### config.mk
export PLATFORM = sky130hd
export DESIGN_NAME = display_scan
export DESIGN_NICKNAME = d
export VERILOG_FILES = /design/src/rtl/display_scan.sv
export SDC_FILE = /design/constraint.sdc
export NUM_CORES = 1
export LEC_CHECK = 0
export CAP_MARGIN = 20
export CORE_MARGIN = 4
export CORE_UTILIZATION = 48
export DETAILED_ROUTE_END_ITERATION = 8
export PLACE_DENSITY = 0.82
export REMOVE_ABC_BUFFERS = 1
export SYNTH_ARGS = -nofsm -noshare
export SYNTH_HDL_FRONTEND = slang
export SYNTH_SLANG_ARGS = --single-unit
export TNS_END_PERCENT = 100
### constraint.sdc
create_clock -name clk -period 2.3 [get_ports clk]
set_input_delay 0.575 -clock clk [delete_from_list [all_inputs] [get_ports clk]]
set_output_delay 0.575 -clock clk [all_outputs]
set_load 0.005 [all_outputs]
### src/rtl/display_scan.sv
// display_scan: time-multiplexed digit scanner for the timer display.
// One shared 4-bit code output feeds the 7-segment decoder; one active-low
// select per position is driven for the second part of each slot, after a
// dead (guard) interval that suppresses ghosting between neighbouring digits.
// Display contents come from a shadow register that is only reloaded while
// idle or at a frame boundary, so a frame never shows a mix of old and new
// digits.
module display_scan #(
    parameter int DIGITS       = 8,
    parameter int SCAN_DIV     = 50000,
    parameter int GUARD        = 500,
    parameter int BLINK_FRAMES = 64
) (
    input  logic        clk,
    input  logic        rst_n,
    input  logic        enable,
    input  logic [31:0] digits_in,
    input  logic        load,
    output logic        load_ack,
    input  logic [7:0]  blank_mask,
    input  logic [7:0]  blink_mask,
    output logic [3:0]  code_out,
    output logic [7:0]  sel_n,
    output logic        frame_done,
    output logic [1:0]  dbg_state_o
);

    // Load handshake: the requester raises load with digits_in and holds both
    // stable. The shadow register takes digits_in on an edge where load is
    // high and the scanner is idle or finishing the last slot of a frame;
    // load_ack is high for exactly the cycle after that edge. If load is still
    // high at a later boundary the value is taken and acknowledged again.

    localparam int PW = (SCAN_DIV > 1) ? $clog2(SCAN_DIV) : 1;
    localparam int IW = (DIGITS > 1) ? $clog2(DIGITS) : 1;
    localparam int BW = $clog2(BLINK_FRAMES) + 1;

    localparam logic [PW-1:0] PRESC_LAST = PW'(SCAN_DIV - 1);
    localparam logic [PW-1:0] GUARD_LAST = PW'(GUARD - 1);
    localparam logic [IW-1:0] IDX_LAST   = IW'(DIGITS - 1);
    localparam logic [BW-1:0] BLINK_LAST = BW'(BLINK_FRAMES - 1);

    typedef enum logic [1:0] {
        ST_IDLE  = 2'd0,
        ST_GUARD = 2'd1,
        ST_DRIVE = 2'd2
    } state_t;

    state_t        state_q;
    logic [PW-1:0] presc_q;
    logic [IW-1:0] idx_q;
    logic [31:0]   shadow_q;
    logic [BW-1:0] blink_cnt_q;
    logic          phase_q;
    logic [3:0]    code_q;
    logic [7:0]    sel_n_q;
    logic          load_ack_q;
    logic          frame_done_q;

    logic          slot_end;
    logic          boundary;
    logic          load_take;
    logic          frame_pulse_d;
    logic [31:0]   shadow_d;
    logic [IW-1:0] idx_next;
    logic [2:0]    idx_sel;
    logic          digit_lit;
    logic [7:0]    sel_drive;
    logic [3:0]    code_first;
    logic [3:0]    code_next;

    // Code for position i of a 32-bit shadow word.
    function automatic logic [3:0] nibble(input logic [31:0] word, input logic [IW-1:0] pos);
        logic [4:0] base;
        base = 5'({pos, 2'b00});
        return word[base +: 4];
    endfunction

    // Slot/frame boundary detection, load acceptance and the select pattern
    // for the current digit (masks sampled every cycle).
    always_comb begin
        slot_end      = (state_q == ST_DRIVE) && (presc_q == PRESC_LAST);
        boundary      = slot_end && (idx_q == IDX_LAST);
        load_take     = load && ((state_q == ST_IDLE) || boundary);
        frame_pulse_d = enable && boundary;
        shadow_d      = load_take ? digits_in : shadow_q;
        idx_next      = boundary ? '0 : idx_q + 1'b1;
        idx_sel       = 3'(idx_q);
        digit_lit     = !blank_mask[idx_sel] && !(phase_q && blink_mask[idx_sel]);
        sel_drive     = digit_lit ? ~(8'd1 << idx_sel) : 8'hFF;
        code_first    = nibble(shadow_d, '0);
        code_next     = nibble(shadow_d, idx_next);
    end

    // Scan FSM with registered code/select/frame outputs.
    always_ff @(posedge clk or negedge rst_n) begin
        if (!rst_n) begin
            state_q      <= ST_IDLE;
            presc_q      <= '0;
            idx_q        <= '0;
            code_q       <= 4'h0;
            sel_n_q      <= 8'hFF;
            frame_done_q <= 1'b0;
        end else begin
            frame_done_q <= 1'b0;
            if (!enable) begin
                state_q <= ST_IDLE;
                presc_q <= '0;
                idx_q   <= '0;
                code_q  <= 4'h0;
                sel_n_q <= 8'hFF;
            end else begin
                case (state_q)
                    ST_IDLE: begin
                        state_q <= ST_GUARD;
                        presc_q <= '0;
                        idx_q   <= '0;
                        code_q  <= code_first;
                        sel_n_q <= 8'hFF;
                    end
                    ST_GUARD: begin
                        presc_q <= presc_q + 1'b1;
                        if (presc_q == GUARD_LAST) begin
                            state_q <= ST_DRIVE;
                            sel_n_q <= sel_drive;
                        end else begin
                            sel_n_q <= 8'hFF;
                        end
                    end
                    ST_DRIVE: begin
                        if (slot_end) begin
                            state_q      <= ST_GUARD;
                            presc_q      <= '0;
                            idx_q        <= idx_next;
                            code_q       <= code_next;
                            sel_n_q      <= 8'hFF;
                            frame_done_q <= boundary;
                        end else begin
                            presc_q <= presc_q + 1'b1;
                            sel_n_q <= sel_drive;
                        end
                    end
                    default: begin
                        state_q <= ST_IDLE;
                        presc_q <= '0;
                        idx_q   <= '0;
                        code_q  <= 4'h0;
                        sel_n_q <= 8'hFF;
                    end
                endcase
            end
        end
    end

    // Shadow register and its one-cycle acknowledge.
    always_ff @(posedge clk or negedge rst_n) begin
        if (!rst_n) begin
            shadow_q   <= 32'h0;
            load_ack_q <= 1'b0;
        end else begin
            shadow_q   <= shadow_d;
            load_ack_q <= load_take;
        end
    end

    // Blink frame counter; phase flips every BLINK_FRAMES completed frames.
    always_ff @(posedge clk or negedge rst_n) begin
        if (!rst_n) begin
            blink_cnt_q <= '0;
            phase_q     <= 1'b0;
        end else if (frame_pulse_d) begin
            if (blink_cnt_q == BLINK_LAST) begin
                blink_cnt_q <= '0;
                phase_q     <= ~phase_q;
            end else begin
                blink_cnt_q <= blink_cnt_q + 1'b1;
            end
        end
    end

    assign code_out    = code_q;
    assign sel_n       = sel_n_q;
    assign load_ack    = load_ack_q;
    assign frame_done  = frame_done_q;
    assign dbg_state_o = state_q;

endmodule

==> results_dict.tcl <==
set metrics [dict create \
    status "finished with violations" \
    violations "setup timing" \
    gp_congestion 0.821 \
    met2_usage 0.368 \
    cp_slowest_stage_delay_ps 400 \
    path_clk_slew_ps 80 \
    fmax_mhz 406 \
    synth_compound_area_frac 0.128 \
    num_vias 3709 \
    numCtsBuffers 9 \
    first_global_vias 3743 \
    p_int_mw 3.37 \
    ys_seq_area_frac 0.468 \
    pwr-share-seq 0.374 \
    synth_edf_count 0 \
    pin_count 68 \
    drtIter0Drc 246 \
    skew_ps 15.5 \
    p_sw_frac 0.342 \
    rsz0062_at_grt "yes" \
    timing.rr.start "presc_q[0]$_DFF_PN0_" \
    gr-total-overflow 0 \
    cpMostUsedCell "and4_4" \
    tns_ps -424 \
    synthAdderAreaFrac 0.0372 \
    totalWireLength_um 10700 \
    via_per_inst 5.60 \
    layout-drive-gt1-share 0.221 \
    reg2reg_to "code_out[3]$_DFFE_PN0P_" \
    path_buf_inv 2 \
    drv_cap 0 \
    antenna_found_initial 0 \
    synth_top_family_by_area "simple AND/OR/NAND/NOR gates" \
    p_leak_nw 2.48 \
    crit_family "compound AO/OA/AOI/OAI gates" \
    peakVddDrop_mv 0.489 \
    crit_required_ps 2580 \
    core_area_um2 8220 \
    path_max_fanout 4 \
    holdWs_ps 233 \
    slew_violations 0 \
    p_comb_frac 0.404 \
    final_area_um2 5550 \
    postCtsHoldBufs 0 \
    drt_first_pass_iters 4 \
    ys_ff_latch 75 \
    synth_cells 434 \
    dpl_worst_slack_ps -220 \
    clkLatencyLatePin_ps 360 \
    rows 33 \
    busiest_layer "met2" \
    synthXorXnorAreaFrac 0.0347 \
    worst_slew_pin_slew_ps 462 \
    cts_buffer_depth 2 \
    post-route-util 0.676 \
    die_area_um2 9940 \
    h-tree-depth 3 \
    cp-start-kind "flip-flop" \
    use_met1 0.282 \
    end_kind "flip-flop" \
    route.detailed.drc 0 \
    async_flop_share 1.00 \
    cts.sinks 75 \
    cts_tree "yes" \
    period_needed_ps 2460 \
    yosys.area_share.simple 0.229 \
    powerDensity_nw_per_um2 923 \
    power_frac_clock 0.222 \
    synth.avg_cell_area_um2 9.30 \
    dieWidth_um 99.7 \
    fin_ws_ps -162 \
    antenna_cells 0 \
    power_switching_mw 1.75 \
    cts_root_buf "clkbuf_8" \
    wl_per_cell_um 16.2 \
    critPathKind "flip-flop to flip-flop" \
    dp_hpwl_um 7360 \
    period_share 1.07 \
    synth.distinct_cells 53 \
    synthMuxAreaShare 0.0602 \
    cp_cell_sequence "ha_2 > and4_4 > and4_4 > a31oi_4 > clkinvlp_4 > buf_6 > mux2i_1 > a221oi_2 > o31ai_2 > a41oi_2" \
    crit_slowest_cell "dfrtp_1" \
    port_buffers 67 \
    grt_pass1_wl_um 17600 \
    final_cell_mix "106 x nand2_1, 67 x dfrtp_1, 66 x clkdlybuf4s50_1" \
    die_h_um 99.7 \
    fin_nets 616 \
    grt_max_degree 76 \
    slew_headroom 0.692 \
    crit_arrival_ps 2740 \
    ys_warn_count 0 \
    r2r_setup_slack_ps -160 \
    place_area_um2 5150 \
    syn-cell-area_um2 4040 \
    grt_use_total 0.223 \
    start_util 0.491 \
    hold_viol_final 0 \
    met3_usage 0.0400 \
    reg2regPathDepth 10 \
    ys.flop_type "dfrtp_1" \
    area_delta_synth_final_pct 37.6 \
    detail-route-antenna-nets 0 \
    min_path_type "input pin to async pin" \
    setup_violations 4 \
    final_common_cell "nand2_1" \
]
kinds of logic after synthesis:
family | after synthesis
fa+ha+maj | 12
xor+xnor | 16
compound gates | 69
flops | 75
simple gates | 203
mux | 21
buf+inv | 38
how the worst max path moves through the flow:
stage,startpoint,to,cells after the start
after detailed placement,blank_mask[3],sel_n[5]$_DFF_PN1_,8
after floorplan,dbg_state_o[0]$_DFFE_PN0P_,code_out[1]$_DFFE_PN0P_,10
after CTS,presc_q[0]$_DFF_PN0_,code_out[0]$_DFFE_PN0P_,9
after global routing,presc_q[1]$_DFF_PN0_,code_out[3]$_DFFE_PN0P_,10
after global placement,blank_mask[3],sel_n[1]$_DFF_PN1_,8
final,presc_q[0]$_DFF_PN0_,code_out[3]$_DFFE_PN0P_,10
synth_stat cells, drive strengths merged (2+ instances only):
library cell	count	area [um2]
ha	12	150
nand2	106	398
nor3	4	20.0
nor4bb	2	20.0
xnor2	7	61.3
nor4	2	27.5
a21oi	16	83.8
a221oi	7	67.6
mux2i	13	130
nor2b	2	12.5
xor2	9	78.8
a41oi	4	42.6
clkbuf	10	38.8
o21ai	17	85.1
a21o	2	15.0
dfstp	8	210
a221o	9	90.1
inv	17	66.3
a21boi	2	15.0
mux2	6	67.6
dfrtp	67	1680
and4	3	26.3
or3	2	12.5
nand4	9	56.3
nor4b	2	17.5
nor2	31	116
buf	11	68.8
and2	3	18.8
mux4	2	45.0
o211ai	4	30.0
and3	5	31.3
nand3	29	145
o311ai	2	25.0
per-layer routing:
metal  wire (um)  vias to the layer above  share of wire
met4         284                        0          0.026
met2        5340                      127           0.50
met1        4300                     1795           0.40
li1            -                     1758              -
met5           0                        -              0
met3         807                       29          0.075
stage by stage:
| step | instances | total power, mW |
|---|---|---|
| 2_1_floorplan | 413 | 2.88 |
| 3_3_place_gp | 637 | 3.67 |
| 3_5_place_dp | 637 | 3.75 |
| 4_1_cts | 659 | 5.04 |
| 5_1_grt | 662 | 5.42 |
| 6_report | 662 | 5.12 |
registers in the layout, indices dropped and copies added, names as in the netlist:
name	cells
code_out	4
blink_cnt_q	7
frame_done	1
phase_q	1
dbg_state_o	2
load_ack	1
idx_q	3
sel_n	8
shadow_q	32
presc_q	16
layout make-up:
cell class,instances,area [um2]
multi-input combinational,321,2080
fill,585,2670
inverter,17,66.3
timing repair inverter,1,7.51
clock buffer,10,138
clock inverter,6,88.8
sequential,75,1890
tap,105,131
timing repair buffer,127,1160
power by group through the flow:
stage	Sequential [mW]	Combinational, mW	Clock [mW]
floorplan	1.91	0.973	0
global placement	1.91	1.76	0
detailed placement	1.92	1.83	0
CTS	1.91	1.98	1.16
global route	1.96	2.27	1.20
finish	1.92	2.07	1.14
repair_timing:
| action | 4_1_cts | 5_1_grt |
|---|---|---|
| endpoints found under the setup margin | 5 | 7 |
| gates resized for setup | 17 | 9 |
| pin swaps | 8 | 2 |
| cloned | 1 | 0 |
| buffers inserted | 5 | 3 |
(Power assumes the default switching activity.)
